==> src/rtl/wolf_irq_pkg.sv <==
// Shared constants for the interrupt controller:
// register word offsets and the default source count.
package wolf_irq_pkg;

   localparam int N_SRC_DEFAULT = 32;

   localparam logic [31:0] OFF_PEND  = 32'd0;
   localparam logic [31:0] OFF_MASK  = 32'd1;
   localparam logic [31:0] OFF_EDGE  = 32'd2;
   localparam logic [31:0] OFF_RAW   = 32'd3;
   localparam logic [31:0] OFF_FORCE = 32'd4;

   function automatic logic [31:0] srcMask(input int n);
      logic [31:0] m;
      if (n >= 32) m = '1;
      else m = (32'd1 << n) - 32'd1;
      return m;
   endfunction

endpackage

==> src/rtl/irq_controller_if.sv <==
// CPU register bus and interrupt lines of the controller.
// master drives sources and bus; slave is the controller.
interface irq_controller_if;
   logic [31:0] irqSrc;
   logic [31:0] inputAddr;
   logic [31:0] inputData;
   logic        wrEn;
   logic [31:0] outputAddr;
   logic [31:0] outputData;
   logic [31:0] irqOut;
   logic        irqAny;

   modport master (
      output irqSrc, inputAddr, inputData,
      output wrEn, outputAddr,
      input  outputData, irqOut, irqAny
   );

   modport slave (
      input  irqSrc, inputAddr, inputData,
      input  wrEn, outputAddr,
      output outputData, irqOut, irqAny
   );
endinterface

==> src/rtl/irq_sync.sv <==
// Two-flop synchroniser plus a previous-value flop,
// giving a clean level and a one-cycle rising-edge strobe.
module irq_sync #(
   parameter int WIDTH = 32
) (
   input  logic             clk,
   input  logic             rst,
   input  logic [WIDTH-1:0] rawIn,
   output logic [WIDTH-1:0] level,
   output logic [WIDTH-1:0] rise
);

   logic [WIDTH-1:0] meta;
   logic [WIDTH-1:0] syncQ;
   logic [WIDTH-1:0] prevQ;

   always_ff @(posedge clk or posedge rst) begin
      if (rst) begin
         meta  <= '0;
         syncQ <= '0;
         prevQ <= '0;
      end else begin
         meta  <= rawIn;
         syncQ <= meta;
         prevQ <= syncQ;
      end
   end

   assign level = syncQ;
   assign rise  = syncQ & ~prevQ;

endmodule

==> src/rtl/irq_controller.sv <==
// Memory-mapped interrupt controller: pending/mask/edge
// registers, W1C clear, force-set and a registered irqOut.
module irq_controller
   import wolf_irq_pkg::*;
#(
   parameter logic [31:0] BASE_ADDR = 32'h0000_F000,
   parameter int          N_SRC     = N_SRC_DEFAULT
) (
   input logic             clk,
   input logic             rst,
   irq_controller_if.slave bus
);

   localparam logic [31:0] VALID = srcMask(N_SRC);

   logic [N_SRC-1:0] syncLevel;
   logic [N_SRC-1:0] syncRise;
   logic [31:0]      level;
   logic [31:0]      rise;

   logic [31:0] pend;
   logic [31:0] mask;
   logic [31:0] edgeMode;
   logic [31:0] irqOutQ;

   logic [31:0] wrOff;
   logic [31:0] rdOff;
   logic [31:0] wrData;
   logic        wrPend;
   logic        wrMask;
   logic        wrEdge;
   logic        wrForce;
   logic [31:0] clr;
   logic [31:0] frc;
   logic [31:0] setV;

   irq_sync #(
      .WIDTH(N_SRC)
   ) uSync (
      .clk  (clk),
      .rst  (rst),
      .rawIn(bus.irqSrc[N_SRC-1:0]),
      .level(syncLevel),
      .rise (syncRise)
   );

   assign level = 32'(syncLevel);
   assign rise  = 32'(syncRise);

   assign wrOff   = bus.inputAddr - BASE_ADDR;
   assign rdOff   = bus.outputAddr - BASE_ADDR;
   assign wrData  = bus.inputData & VALID;
   assign wrPend  = bus.wrEn && (wrOff == OFF_PEND);
   assign wrMask  = bus.wrEn && (wrOff == OFF_MASK);
   assign wrEdge  = bus.wrEn && (wrOff == OFF_EDGE);
   assign wrForce = bus.wrEn && (wrOff == OFF_FORCE);

   assign clr = wrPend ? wrData : '0;
   assign frc = wrForce ? wrData : '0;

   // set/force are OR-ed after the clear so they win
   assign setV = ((edgeMode & rise) | (~edgeMode & level))
               & VALID;

   always_ff @(posedge clk or posedge rst) begin
      if (rst) begin
         pend     <= '0;
         mask     <= '0;
         edgeMode <= '0;
         irqOutQ  <= '0;
      end else begin
         pend    <= (pend & ~clr) | setV | frc;
         irqOutQ <= pend & mask;
         if (wrMask) mask <= wrData;
         if (wrEdge) edgeMode <= wrData;
      end
   end

   assign bus.irqOut = irqOutQ;
   assign bus.irqAny = |irqOutQ;

   always_comb begin
      bus.outputData = '0;
      case (rdOff)
         OFF_PEND: bus.outputData = pend;
         OFF_MASK: bus.outputData = mask;
         OFF_EDGE: bus.outputData = edgeMode;
         OFF_RAW:  bus.outputData = level;
         default:  bus.outputData = '0;
      endcase
   end

endmodule

==> src/flat_wrapper.sv <==
// flat-port wrapper written by rule: the top's interface ports become plain ports
module irq_controller_flat import wolf_irq_pkg::*;
#(
   parameter logic [31:0] BASE_ADDR = 32'h0000_F000,
   parameter int          N_SRC     = N_SRC_DEFAULT
)
  (clk, rst, bus_irqSrc, bus_inputAddr, bus_inputData, bus_wrEn, bus_outputAddr, bus_outputData, bus_irqOut, bus_irqAny);
  irq_controller_if bus_i ();
  input logic clk;
  input logic rst;
  input wire logic [$bits(bus_i.irqSrc)-1:0] bus_irqSrc;
  input wire logic [$bits(bus_i.inputAddr)-1:0] bus_inputAddr;
  input wire logic [$bits(bus_i.inputData)-1:0] bus_inputData;
  input wire logic [$bits(bus_i.wrEn)-1:0] bus_wrEn;
  input wire logic [$bits(bus_i.outputAddr)-1:0] bus_outputAddr;
  output wire logic [$bits(bus_i.outputData)-1:0] bus_outputData;
  output wire logic [$bits(bus_i.irqOut)-1:0] bus_irqOut;
  output wire logic [$bits(bus_i.irqAny)-1:0] bus_irqAny;
  assign bus_i.irqSrc = bus_irqSrc;
  assign bus_i.inputAddr = bus_inputAddr;
  assign bus_i.inputData = bus_inputData;
  assign bus_i.wrEn = bus_wrEn;
  assign bus_i.outputAddr = bus_outputAddr;
  assign bus_outputData = bus_i.outputData;
  assign bus_irqOut = bus_i.irqOut;
  assign bus_irqAny = bus_i.irqAny;
  irq_controller #(.BASE_ADDR(BASE_ADDR), .N_SRC(N_SRC)) u_core (.clk(clk), .rst(rst), .bus(bus_i));
endmodule
==> config.mk <==
export PLATFORM = sky130hd
export DESIGN_NAME = irq_controller_flat
export DESIGN_NICKNAME = d
export VERILOG_FILES = /design/src/rtl/wolf_irq_pkg.sv /design/src/rtl/irq_controller_if.sv /design/src/rtl/irq_sync.sv /design/src/rtl/irq_controller.sv /design/src/flat_wrapper.sv
export SDC_FILE = /design/constraint.sdc
export NUM_CORES = 1
export LEC_CHECK = 0
export BUFFER_PORTS_ARGS = -buffer_cell sky130_fd_sc_hd__buf_2
export CAP_MARGIN = 20
export CORE_ASPECT_RATIO = 1.1
export CORE_MARGIN = 4
export CORE_UTILIZATION = 45
export CTS_BUF_LIST = sky130_fd_sc_hd__clkbuf_2 sky130_fd_sc_hd__clkbuf_4 sky130_fd_sc_hd__clkbuf_8
export DETAILED_ROUTE_END_ITERATION = 12
export PLACE_DENSITY = 0.8
export SYNTH_ARGS = -nofsm -noshare
export SYNTH_HDL_FRONTEND = slang
export SYNTH_HIERARCHICAL = 1
export SYNTH_SLANG_ARGS = --single-unit
==> constraint.sdc <==
create_clock -name clk -period 3.4 [get_ports clk]
set_input_delay 0 -clock clk [delete_from_list [all_inputs] [get_ports clk]]
set_output_delay 0 -clock clk [all_outputs]
set_load 0.01 [all_outputs]
# ---- After elaboration in Yosys (flattened, before gate mapping)
# Index checks and enable logic that the tools add are counted.
dict set report classes {
  add_sub_neg 2
  eq_ne 6
  mux 3
  bitwise_logic 11
  n_reduce_logical 7
}
# operator count
set ops {}
lappend ops {{$and A32 B32 Y32} 5}
lappend ops {{$pmux W32 S4} 1}
lappend ops {{$eq A32 B2 Y1 const B} 3}
lappend ops {{$not A32 Y32} 3}
lappend ops {{$or A32 B32 Y32} 3}
lappend ops {{$eq A32 B1 Y1 const B} 2}
lappend ops {{$logic_not A32 Y1} 2}
lappend ops {{$mux W32} 2}
lappend ops {{$sub A32 B16 Y32 const B} 2}
lappend ops {{$eq A32 B3 Y1 const B} 1}
lappend ops {{$reduce_or A32 Y1} 1}
lappend ops {{$logic_and A1 B1 Y1} 4}
dict set report word_totals {
  register_bits 224
  in_bits 131
  elab_cells 36
}

# ---- Depth between registers and ports, before layout
# Gate-level depths: netlist of run 1.
dict set report depth {
  ltp_word 8
  mapped_depth 6
  depth_no_buf 4
}

# ---- By module
# The synthesis of run 1 kept the hierarchy.
# mod instances cells_each area_each_um2
set by_module_without_submodules {}
lappend by_module_without_submodules {irq_controller 1 496 6683.9}
lappend by_module_without_submodules {irq_sync 1 129 2846.5}

# ---- Worst setup path before layout of run 1
# OpenSTA, ideal clock, no wires.
dict set report synth_path {
  kind {input to register}
  startpoint {in bus_inputAddr[5]}
  endpoint {reg u_core.edgeMode[5]}
  t_arrival_ps 1466
  path_slack_ps 1807
  stages 6
  path_cell_list {nor4_2 nand4_1 or3_1 buf_2 buf_6 mux2_1}
}
dict set report synth_between {
  elab_chain_len 3
}
# element line
set synth_rtl {}
lappend synth_rtl {{start, declared} flat_wrapper.sv:12} ;# input wire logic [$bits(bus_i.inputAddr)-1:0] bus_inputAddr;
lappend synth_rtl {{$sub A32 B16 Y32} irq_controller.sv:50} ;# assign wrOff = bus.inputAddr - BASE_ADDR;
lappend synth_rtl {{$eq A32 B2 Y1} irq_controller.sv:55} ;# assign wrEdge = bus.wrEn && (wrOff == OFF_EDGE);
lappend synth_rtl {{$logic_and A1 B1 Y1} irq_controller.sv:55}
lappend synth_rtl {{end signal, assigned} irq_controller.sv:75} ;# if (wrEdge) edgeMode <= wrData;
lappend synth_rtl {{end, declared} irq_controller.sv:23} ;# logic [31:0] edgeMode;
# Every way passes these cells.
# A chain may end at the register's enable or synchronous reset.

# ---- Worst setup path in the final report of run 1
dict set report layout_path {
  startpoint {reg u_core.irqOutQ[0] (netlist: u_core/bus.irqOut[0])}
  endpoint {out bus_irqAny}
}
dict set report layout_between {
  elab_chain_len 1
}
# element line
set layout_rtl {}
lappend layout_rtl {{start, declared} irq_controller.sv:24} ;# logic [31:0] irqOutQ;
lappend layout_rtl {{start signal, assigned} irq_controller.sv:73} ;# irqOutQ <= pend & mask;
lappend layout_rtl {{$reduce_or A32 Y1} irq_controller.sv:80} ;# assign bus.irqAny = |irqOutQ;
lappend layout_rtl {{end, declared} flat_wrapper.sv:18} ;# output wire logic [$bits(bus_i.irqAny)-1:0] bus_irqAny;
# Every way passes these cells.

==> impl_metrics.json, run 1 <==
{
  "layout_min_cycle_time_ps": 2330,
  "worstHoldEndpoint": "u_core/uSync/meta[24]",
  "synth_compound_area_share_pct": 5.74,
  "diodes": 0,
  "ff2ff_setup_slack_ps": 2420,
  "rsz0062_at_grt": "false",
  "cts_made_buffers": 37,
  "io_pins": 196,
  "synth_top_flop_cell": "dfrtp_1",
  "wl_per_cell_um": 19.3,
  "tns_ps": 0,
  "setup_violations": 0,
  "syn_to_final_growth_pct": 28.2,
  "post_cts_buffers": 0,
  "cts_resized": 0,
  "worstPathArrival_ps": 2330,
  "critPathCaptureType": "primary output",
  "ys_top_cells_by_area": "dfrtp_1 59%, mux4_2 7.6%, nor2b_4 4.6%",
  "finalCritPeriodShare_pct": 68.5,
  "rows": 55,
  "whs_path_depth": 2,
  "synth-seq-area-share_pct": 58.8,
  "crit_type": "reg2out",
  "synth_edf_count": 0,
  "netlist_instances": 625,
  "instances_no_fill": 1211,
  "hold_ws_ps": 112,
  "synth_xor_area_share_pct": 0,
  "num-nets-final": 1034,
  "async_flop_share_pct": 100,
  "worstPathRequired_ps": 3400,
  "vias": 6257,
  "grt_pass1_wl_um": 37500,
  "drt_first_pass_iters": 4,
  "cp_max_fo": 2,
  "coreArea_um2": 20700,
  "syn_nets": 756,
  "track_usage_pct": 20.1,
  "power_frac_comb_pct": 6.9,
  "die_x_um": 147,
  "outcome": "complete, no violations",
  "cts.sinks": 224,
  "cts_max_path_buffers": 3,
  "synth_top_family_by_area": "multiplexers",
  "reg2reg_depth": 3,
  "hold_start": "bus_irqSrc[24]",
  "synthAdderAreaFrac_pct": 0,
  "r2r_start": "u_core/uSync/level[0]",
  "cts_root_buf": "clkbuf_8",
  "die_area_um2": 23600,
  "viasPerCell": 5.17,
  "critPathLaunchType": "flip-flop",
  "synth_top_area_share_pct": 58.8,
  "max_cap_viol_count": 0,
  "ant_nets": 0,
  "dp_cells": 1084,
  "p_seq_share_pct": 50.0,
  "antenna_found_initial": 0,
  "synth_top_area_cell": "dfrtp_1",
  "p_sw_uw": 1250,
  "start_util_pct": 46.0,
  "synth.avg_cell_area_um2": 15.2,
  "grt_max_degree": 66,
  "synth_area_um2": 9530,
  "synth_warnings": 6,
  "synth_cell_types": 34,
  "overflow": 0,
  "timing.fmax_mhz": 429,
  "p_clk_share_pct": 43.1,
  "synthMuxAreaShare_pct": 19.5,
  "synthTopCellsByCount": "224 x dfrtp_1, 35 x inv_1, 33 x mux2_2, 33 x nor2b_1, 33 x o211ai_1",
  "clk_latency_ps": 530,
  "dp_hpwl_um": 14900,
  "hold_path.class": "in2reg",
  "ir_drop_uv": 332,
  "drive_gt1_share_pct": 43.5,
  "cts_tree": "done",
  "gp_congestion": 0.768,
  "drt_wl_total_um": 23300,
  "path_clk_slew_ps": 60,
  "synth_simple_gate_area_share_pct": 12.7,
  "leakagePower_uw": 0.00582,
  "drc": 0,
  "hold_violations": 0,
  "htree_num_levels": 2,
  "numPortBuffers": 195,
  "finalMaxSlewViolations": 0,
  "swShare_pct": 22.6,
  "ys_ff_latch": 224,
  "worstReg2RegEnd": "u_core/pend[0]",
  "tightest_slew_ps": 1070,
  "relSlewSlack_pct": 28.8,
  "grt_pass1_vias": 6930,
  "finClkSkew_ps": 34.5,
  "powerDensity_nw_per_um2": 453,
  "cts_hold_buf": 65,
  "synth.most_common_cell": "dfrtp_1",
  "die_h_um": 161,
  "first_iter_violations": 308,
  "power.internal_uw": 4290
}
## power by group through the flow
stage,clock network [µW],registers (µW),logic (µW)
2_1_floorplan,0,2800,185
3_3_place_gp,0,2810,320
3_5_place_dp,0,2810,327
4_1_cts,2460,2770,388
5_1_grt,2600,2770,421
6_report,2390,2770,382
## worst max-delay path by stage
stage,startpoint,end,slack (ps)
floorplan,rst,u_core/uSync/level[0],890
global placement,bus_inputAddr[1],u_core/edgeMode[23],1050
detailed placement,bus_inputAddr[19],u_core/mask[10],1150
CTS,u_core/bus.irqOut[0],bus_irqAny,1070
global route,u_core/bus.irqOut[0],bus_irqAny,1050
finish,u_core/bus.irqOut[0],bus_irqAny,1070
## flip-flops by register name (all words and copies together), names as in the netlist
| signal | cells |
|---|---|
| u_core/uSync/prevQ | 32 |
| u_core/bus.irqOut | 32 |
| u_core/mask | 32 |
| u_core/uSync/meta | 32 |
| u_core/pend | 32 |
| u_core/uSync/level | 32 |
| u_core/edgeMode | 32 |
## worst max-delay path, stage by stage (launching register included)
cell and delay (ps):
dfrtp_1 370, nor4_1 620, nand4_1 320, or2_2 350, buf_2 140
## cell families (layout without fill, tap and decap cells)
family          after synthesis  count (layout)
simple gates                139             139
mux                         128             128
buf+inv                      67             368
compound gates               67              67
flops                       224             224
## stage by stage
stage | setup slack, ps | area (µm²) | util (%) | total power [µW]
after floorplan | 895 | 9530 | - | 2990
after global placement | 1050 | 10800 | 52.0 | 3130
after detailed placement | 1150 | 10800 | 52.1 | 3140
after CTS | 1070 | 12200 | 59.0 | 5620
after global routing | 1050 | 12200 | 59.0 | 5790
final | 1070 | 12200 | 59.0 | 5540
## layer usage
layer	global-route usage (%)	wire, µm
met4	6.59	544
met2	34.2	11900
met1	25.6	9590
met3	4.37	1350
met5	0	0
## final cells by class
cell class | instances | area (µm²)
Clock buffer | 55 | 719
Clock inverter | 7 | 46.3
Fill cell | 1584 | 8500
Inverter | 35 | 138
Multi-Input combinational cell | 334 | 3620
Sequential cell | 224 | 5610
Tap cell | 285 | 357
Timing Repair Buffer | 271 | 1730
## cells in the final DEF, fill, tap and decap left out, types with 26 or more instances in the layout
| cell | n |
|---|---|
| o41ai_1 | 32 |
| dfrtp_1 | 224 |
| inv_1 | 33 |
| mux2i_1 | 32 |
| and2_1 | 32 |
| buf_2 | 195 |
| o211ai_1 | 33 |
| mux4_2 | 32 |
| nor2b_4 | 32 |
| mux2_2 | 33 |
| mux2_4 | 26 |
| nor2b_1 | 33 |
| dlygate4sd3_1 | 65 |
| clkbuf_8 | 49 |
Power figures use the tool's default switching activity.
==> run 2, diff against run 1 <==
--- a/config.mk
+++ b/config.mk
@@ -12,7 +12,7 @@
 export CORE_UTILIZATION = 45
 export CTS_BUF_LIST = sky130_fd_sc_hd__clkbuf_2 sky130_fd_sc_hd__clkbuf_4 sky130_fd_sc_hd__clkbuf_8
 export DETAILED_ROUTE_END_ITERATION = 12
-export PLACE_DENSITY = 0.8
+export PLACE_DENSITY = 0.78
 export SYNTH_ARGS = -nofsm -noshare
 export SYNTH_HDL_FRONTEND = slang
 export SYNTH_HIERARCHICAL = 1
==> constraint.sdc (replaced) <==
create_clock -name clk -period 2.2 [get_ports clk]
set_input_delay 0 -clock clk [delete_from_list [all_inputs] [get_ports clk]]
set_output_delay 0 -clock clk [all_outputs]
set_load 0.01 [all_outputs]
==> run 2 against run 1 <==
Combinational power rose by 60%; clock skew down 25 ps; first-iteration DRC count grew 5.2%; total power rose by 56%; critical path depth up 2; global-route usage grew 0.35 points; register-to-register slack worse by 1200 ps; count of clock-buffer cells in the layout up 5; sequential share of layout area down 0.59 points; critical path type unchanged; largest cell class unchanged; largest power group unchanged; highest routed layer unchanged.
==> impl_metrics.json, run 2 (synthesis gave the netlist of run 1 again) <==
{
  "crit_type": "reg2out",
  "powerDensity_nw_per_um2": 699,
  "cts_root_buf": "clkbuf_8",
  "vias": 6420,
  "finalMaxSlewViolations": 0,
  "cp_slowest_stage_delay_ps": 400,
  "relSlewSlack_pct": 44.7,
  "htree_num_levels": 2,
  "layout_min_cycle_time_ps": 2120,
  "numPortBuffers": 195,
  "cts_tree": "done",
  "worstPathRequired_ps": 2200,
  "grt_pass1_wl_um": 38300,
  "path_common_cell": "buf_4",
  "ir_drop_uv": 501,
  "coreArea_um2": 20700,
  "max_cap_viol_count": 0,
  "hold_path.class": "in2reg",
  "die_x_um": 147,
  "pre_cts_slack_ps": 293,
  "finalCritPeriodShare_pct": 96.6,
  "finClkSkew_ps": 9.26,
  "cts_max_path_buffers": 3,
  "die_area_um2": 23600,
  "fin_ws_ps": 75.2,
  "first_iter_violations": 324,
  "leakagePower_uw": 0.00590,
  "crit_chain": "nor4_2 -> buf_4 -> nand4_1 -> buf_4 -> or2_2 -> buf_2",
  "grt_pass1_vias": 7209,
  "track_usage_pct": 20.4,
  "drt_wl_total_um": 23600,
  "wl_per_cell_um": 19.3,
  "drc": 0,
  "timing.fmax_mhz": 471,
  "path_clk_slew_ps": 60,
  "cp_max_fo": 2,
  "setup_violations": 0,
  "fillCellCount": 1594,
  "final_common_cell": "dfrtp_1",
  "io_pins": 196,
  "rows": 55,
  "cts_made_buffers": 38,
  "tns_ps": 0,
  "hold_violations": 0,
  "critPathCaptureType": "primary output",
  "worstPathArrival_ps": 2120,
  "antenna_found_initial": 1,
  "cts.sinks": 224,
  "dp_hpwl_um": 14800,
  "grt_max_degree": 97,
  "final_cell_mix": "224 x dfrtp_1, 195 x buf_2, 65 x dlygate4sd3_1",
  "viasPerCell": 5.25,
  "start_util_pct": 46.0,
  "drive_gt1_share_pct": 44.2,
  "num-nets-final": 1043,
  "ant_nets": 0,
  "outcome": "complete, no violations",
  "overflow": 0,
  "die_h_um": 161,
  "cpMaxStageDelayCell": "dfrtp_1",
  "syn_to_final_growth_pct": 29.9,
  "gp_congestion": 0.767,
  "clk_latency_ps": 510,
  "tightest_slew_ps": 830,
  "critPathLaunchType": "flip-flop",
  "drt_first_pass_iters": 5
}
==> run 2: changes by cell type in the layout (fill, tap and decap cells not counted) <==
cell	delta
buf_12	+6
nor4_1	-1
diode_2	+1
inv_4	-1
clkbuf_4	+5
clkinv_2	-1
inv_8	-1
buf_4	+2
nor4_2	+1
==> run 2: worst paths after layout <==
check | slack, ps | endpoint | cells after the start | startpoint
worst max-delay path | 80 | bus_irqAny | 6 | u_core/bus.irqOut[1]
worst min-delay path | 130 | u_core/uSync/meta[28] | 2 | bus_irqSrc[28]
worst max register to register | 1250 | u_core/pend[22] | 3 | u_core/uSync/level[22]
worst min register to register | 340 | u_core/uSync/level[11] | 0 | u_core/uSync/meta[11]
max in group asynchronous | 1370 | u_core/bus.irqOut[13] | 4 | rst
min in group asynchronous | 200 | u_core/bus.irqOut[3] | 3 | rst
==> run 2: timing repair <==
action / 4_1_cts / 5_1_grt
resized for setup: 0 / 1
setup endpoints to repair: 0 / 1
hold endpoints to repair: 246 / 0
hold buffers: 65 / 0
setup buffers: 0 / 0
==> run 2: through the flow <==
step                total power [µW]  cell area [µm²]  instances  utilization (%)  hold WS (ps)
global placement                4860            10900       1092             52.8           107
detailed placement              4880            10900       1092             52.8           109
global route                    9030            12400       1222             59.7           100
CTS                             8760            12400       1221             59.7          92.0
floorplan                       4620             9540        625                -          31.4
finish                          8650            12400       1222             59.7           127
==> run 2: where the power goes <==
part / switching, µW / total, µW / leakage [µW] / internal [µW]
sequential: 65.4 / 4280 / 0.00274 / 4210
clock: 1590 / 3760 / 0.000415 / 2170
combinational: 275 / 613 / 0.00274 / 338
total: 1930 / 8650 / 0.00590 / 6720
==> run 2: area by class of cell <==
cell class              instances  area, µm²  area share [%]
flip-flops and latches        224       5610            45.3
multi-input cells             334       3620            29.3
repair buffers                279       1870            15.1
clock buffers                  60        757            6.12
well taps                     285        357            2.88
inverters                      35        139            1.12
clock inverters                 4       22.5           0.182
diodes                          1       2.50          0.0202
==> run 2: critical path: cells and delay by family (launching register included) <==
| family | cells | cell delay [ps] |
|---|---|---|
| buffers and inverters | 3 | 500 |
| and+or+nand+nor | 3 | 700 |
| DFF | 1 | 400 |
==> run 2: routing by layer <==
metal / vias up / global-route usage, % / wire, µm
li1: 2854 / - / -
met1: 3227 / 25.8 / 9520
met2: 288 / 34.6 / 11700
met3: 51 / 4.46 / 1720
met4: 0 / 7.53 / 663
met5: - / 0 / 0
==> run 3, diff against run 2 <==
--- a/config.mk
+++ b/config.mk
@@ -8,12 +8,11 @@
 export BUFFER_PORTS_ARGS = -buffer_cell sky130_fd_sc_hd__buf_2
 export CAP_MARGIN = 20
 export CORE_ASPECT_RATIO = 1.1
-export CORE_MARGIN = 4
+export CORE_MARGIN = 3
 export CORE_UTILIZATION = 45
 export CTS_BUF_LIST = sky130_fd_sc_hd__clkbuf_2 sky130_fd_sc_hd__clkbuf_4 sky130_fd_sc_hd__clkbuf_8
 export DETAILED_ROUTE_END_ITERATION = 12
 export PLACE_DENSITY = 0.78
 export SYNTH_ARGS = -nofsm -noshare
 export SYNTH_HDL_FRONTEND = slang
-export SYNTH_HIERARCHICAL = 1
 export SYNTH_SLANG_ARGS = --single-unit
==> run 3 against run 2 <==
Sequential cell count is the same; cell count shrank 1.1%; global-route usage grew 0.51 points; total power is 2.2% lower; die area down 7.5%; register-to-register slack lost 110 ps; hold slack got worse by 93 ps; critical path depth fell by 2; clock power shrank 3%; final area decreased by 4.1%; area after synthesis is 5.2% lower; critical endpoint unchanged; largest power group unchanged.
==> impl_metrics.json, run 3 <==
{
  "synth_edf_count": 0,
  "fin_util_pct": 61.1,
  "hold_start": "bus_inputAddr[2]",
  "cpMaxStageDelayCell": "dfrtp_1",
  "drt_wl_total_um": 22600,
  "cts.sinks": 224,
  "cp_max_fo": 2,
  "htree_num_levels": 2,
  "vias": 6380,
  "synth_warnings": 0,
  "die_area_um2": 21800,
  "start_util_pct": 46.5,
  "max_cap_viol_count": 0,
  "dp_hpwl_um": 14800,
  "fin_ws_ps": 162,
  "first_iter_violations": 382,
  "syn_to_final_growth_pct": 31.4,
  "synthTopCellsByCount": "224 x dfrtp_1, 64 x nor2b_1, 34 x mux2_2, 34 x nand2_1, 33 x nand3_1",
  "coreArea_um2": 19400,
  "synth_top_area_share_pct": 62.1,
  "drc": 0,
  "finalPower_uw": 8460,
  "hold_path.class": "in2reg",
  "r2r_start": "u_core.pend[17]",
  "reg2reg_depth": 4,
  "finalMaxSlewViolations": 0,
  "tns_ps": 0,
  "synth.most_common_cell": "dfrtp_1",
  "cts_max_path_buffers": 3,
  "synth_area_um2": 9030,
  "leakagePower_uw": 0.00554,
  "diodes": 0,
  "ant_nets": 0,
  "wl_per_cell_um": 18.7,
  "syn_nets": 780,
  "synth-seq-area-share_pct": 62.1,
  "rows": 53,
  "ys_top_cells_by_area": "dfrtp_1 62%, mux4_2 8.0%, mux2_4 5.0%",
  "drive_gt1_share_pct": 40.2,
  "io_pins": 196,
  "grt_pass1_vias": 6747,
  "grt_max_degree": 65,
  "cp_num_cells": 4,
  "synth_xor_area_share_pct": 0,
  "synthMuxAreaShare_pct": 17.2,
  "final_common_cell": "dfrtp_1",
  "worstReg2RegEnd": "u_core.pend[17]",
  "gp_congestion": 0.812,
  "cp_slowest_stage_delay_ps": 400,
  "overflow": 0,
  "synthAdderAreaFrac_pct": 0,
  "dp_cells": 1080,
  "synth_top_flop_cell": "dfrtp_1",
  "track_usage_pct": 20.9,
  "synth_simple_gate_area_share_pct": 12.6,
  "cts_root_buf": "clkbuf_8",
  "viasPerCell": 5.28,
  "die_h_um": 155,
  "synth_cell_types": 30,
  "instances_no_fill": 1209,
  "layout_min_cycle_time_ps": 2040,
  "synth_compound_area_share_pct": 6.43,
  "critPathCaptureType": "primary output",
  "async_flop_share_pct": 100,
  "final_cell_mix": "224 x dfrtp_1, 195 x buf_2, 65 x dlygate4sd3_1",
  "relSlewSlack_pct": 54.4,
  "drt_first_pass_iters": 4,
  "setup_violations": 0,
  "crit_chain": "nor4_2 -> nand4_1 -> or2_2 -> buf_2",
  "worstPathArrival_ps": 2040,
  "whs_path_depth": 4,
  "critPathLaunchType": "flip-flop",
  "ys_ff_latch": 224,
  "grt_pass1_wl_um": 35800,
  "worstHoldEndpoint": "u_core.pend[6]",
  "powerDensity_nw_per_um2": 713,
  "fillCellCount": 1485,
  "numPortBuffers": 195,
  "path_delay_family": "simple AND/OR/NAND/NOR gates",
  "timing.fmax_mhz": 491,
  "outcome": "complete, no violations",
  "ir_drop_uv": 463,
  "cts_tree": "done",
  "hold_violations": 0,
  "ff2ff_setup_slack_ps": 1140,
  "antenna_found_initial": 1,
  "crit_type": "reg2out",
  "clk_latency_ps": 510,
  "netlist_instances": 649,
  "tightest_slew_ps": 683,
  "critPathBufInv": 1,
  "finalCritPeriodShare_pct": 92.6,
  "worstPathRequired_ps": 2200,
  "cts_made_buffers": 37,
  "finClkSkew_ps": 8.08,
  "synth.avg_cell_area_um2": 13.9,
  "num-nets-final": 1068,
  "path_clk_slew_ps": 60,
  "synth_top_family_by_area": "multiplexers",
  "pre_cts_slack_ps": -191,
  "rsz0062_at_grt": "false",
  "synth_top_area_cell": "dfrtp_1",
  "die_x_um": 141
}
run 3: worst max-delay path by stage:
stage                                startpoint              endpoint  slack [ps]
after floorplan                             rst  u_core.bus.irqOut[0]        -720
after global placement        bus_inputAddr[20]        u_core.mask[4]        -150
after detailed placement      bus_inputAddr[20]       u_core.mask[24]        -190
after CTS                 u_core.bus.irqOut[16]            bus_irqAny          90
after global routing      u_core.bus.irqOut[25]            bus_irqAny          70
final                     u_core.bus.irqOut[17]            bus_irqAny         160
run 3: worst min-delay path, delay by kind of cell:
family | cells | cell delay (ps)
AO/OA/AOI/OAI | 2 | 220
buffers and inverters | 1 | 190
AND/OR/NAND/NOR | 1 | 90
run 3: layer usage:
metal | wire length [µm] | vias to the layer above | share of wire (%) | track usage (%)
met5 | 7 | - | 0.031 | 0
met1 | 9120 | 3194 | 40 | 26.9
met3 | 1670 | 43 | 7.4 | 4.61
met2 | 11300 | 247 | 50 | 35.3
met4 | 479 | 2 | 2.1 | 7.06
li1 | - | 2894 | - | -
run 3: cells by family (layout without fill, tap and decap cells):
group | after synthesis | after routing
AO/OA/AOI/OAI | 98 | 98
buffers and inverters | 33 | 346
flip-flops | 224 | 224
multiplexers | 96 | 96
AND/OR/NAND/NOR | 198 | 198
run 3: power by group:
| part | total [µW] | switching (µW) | internal [µW] |
|---|---|---|---|
| registers | 4250 | 42.4 | 4210 |
| clock network | 3640 | 1580 | 2060 |
| logic | 567 | 268 | 299 |
run 3: layout make-up:
class | instances | area [µm²] | share of cell area, %
Inverter | 1 | 7.51 | 0.0632
Sequential cell | 224 | 5610 | 47.2
Tap cell | 247 | 309 | 2.60
Multi-Input combinational cell | 392 | 3310 | 27.9
Clock buffer | 55 | 707 | 5.95
Timing Repair Buffer | 281 | 1880 | 15.9
Clock inverter | 9 | 47.5 | 0.401
run 3: repair_timing:
item,4_1_cts,5_1_grt
hold buffers,65,0
buffers inserted,0,0
hold endpoints to repair,152,0
gates resized for setup,2,1
setup endpoints to repair,1,1
run 3: through the flow:
stage                     instance area [µm²]  hold WS, ps
after floorplan                          9040         31.4
after detailed placement                10400          109
after global placement                  10400          108
final                                   11900         33.2
after CTS                               11900         1.89
after global routing                    11900         18.0
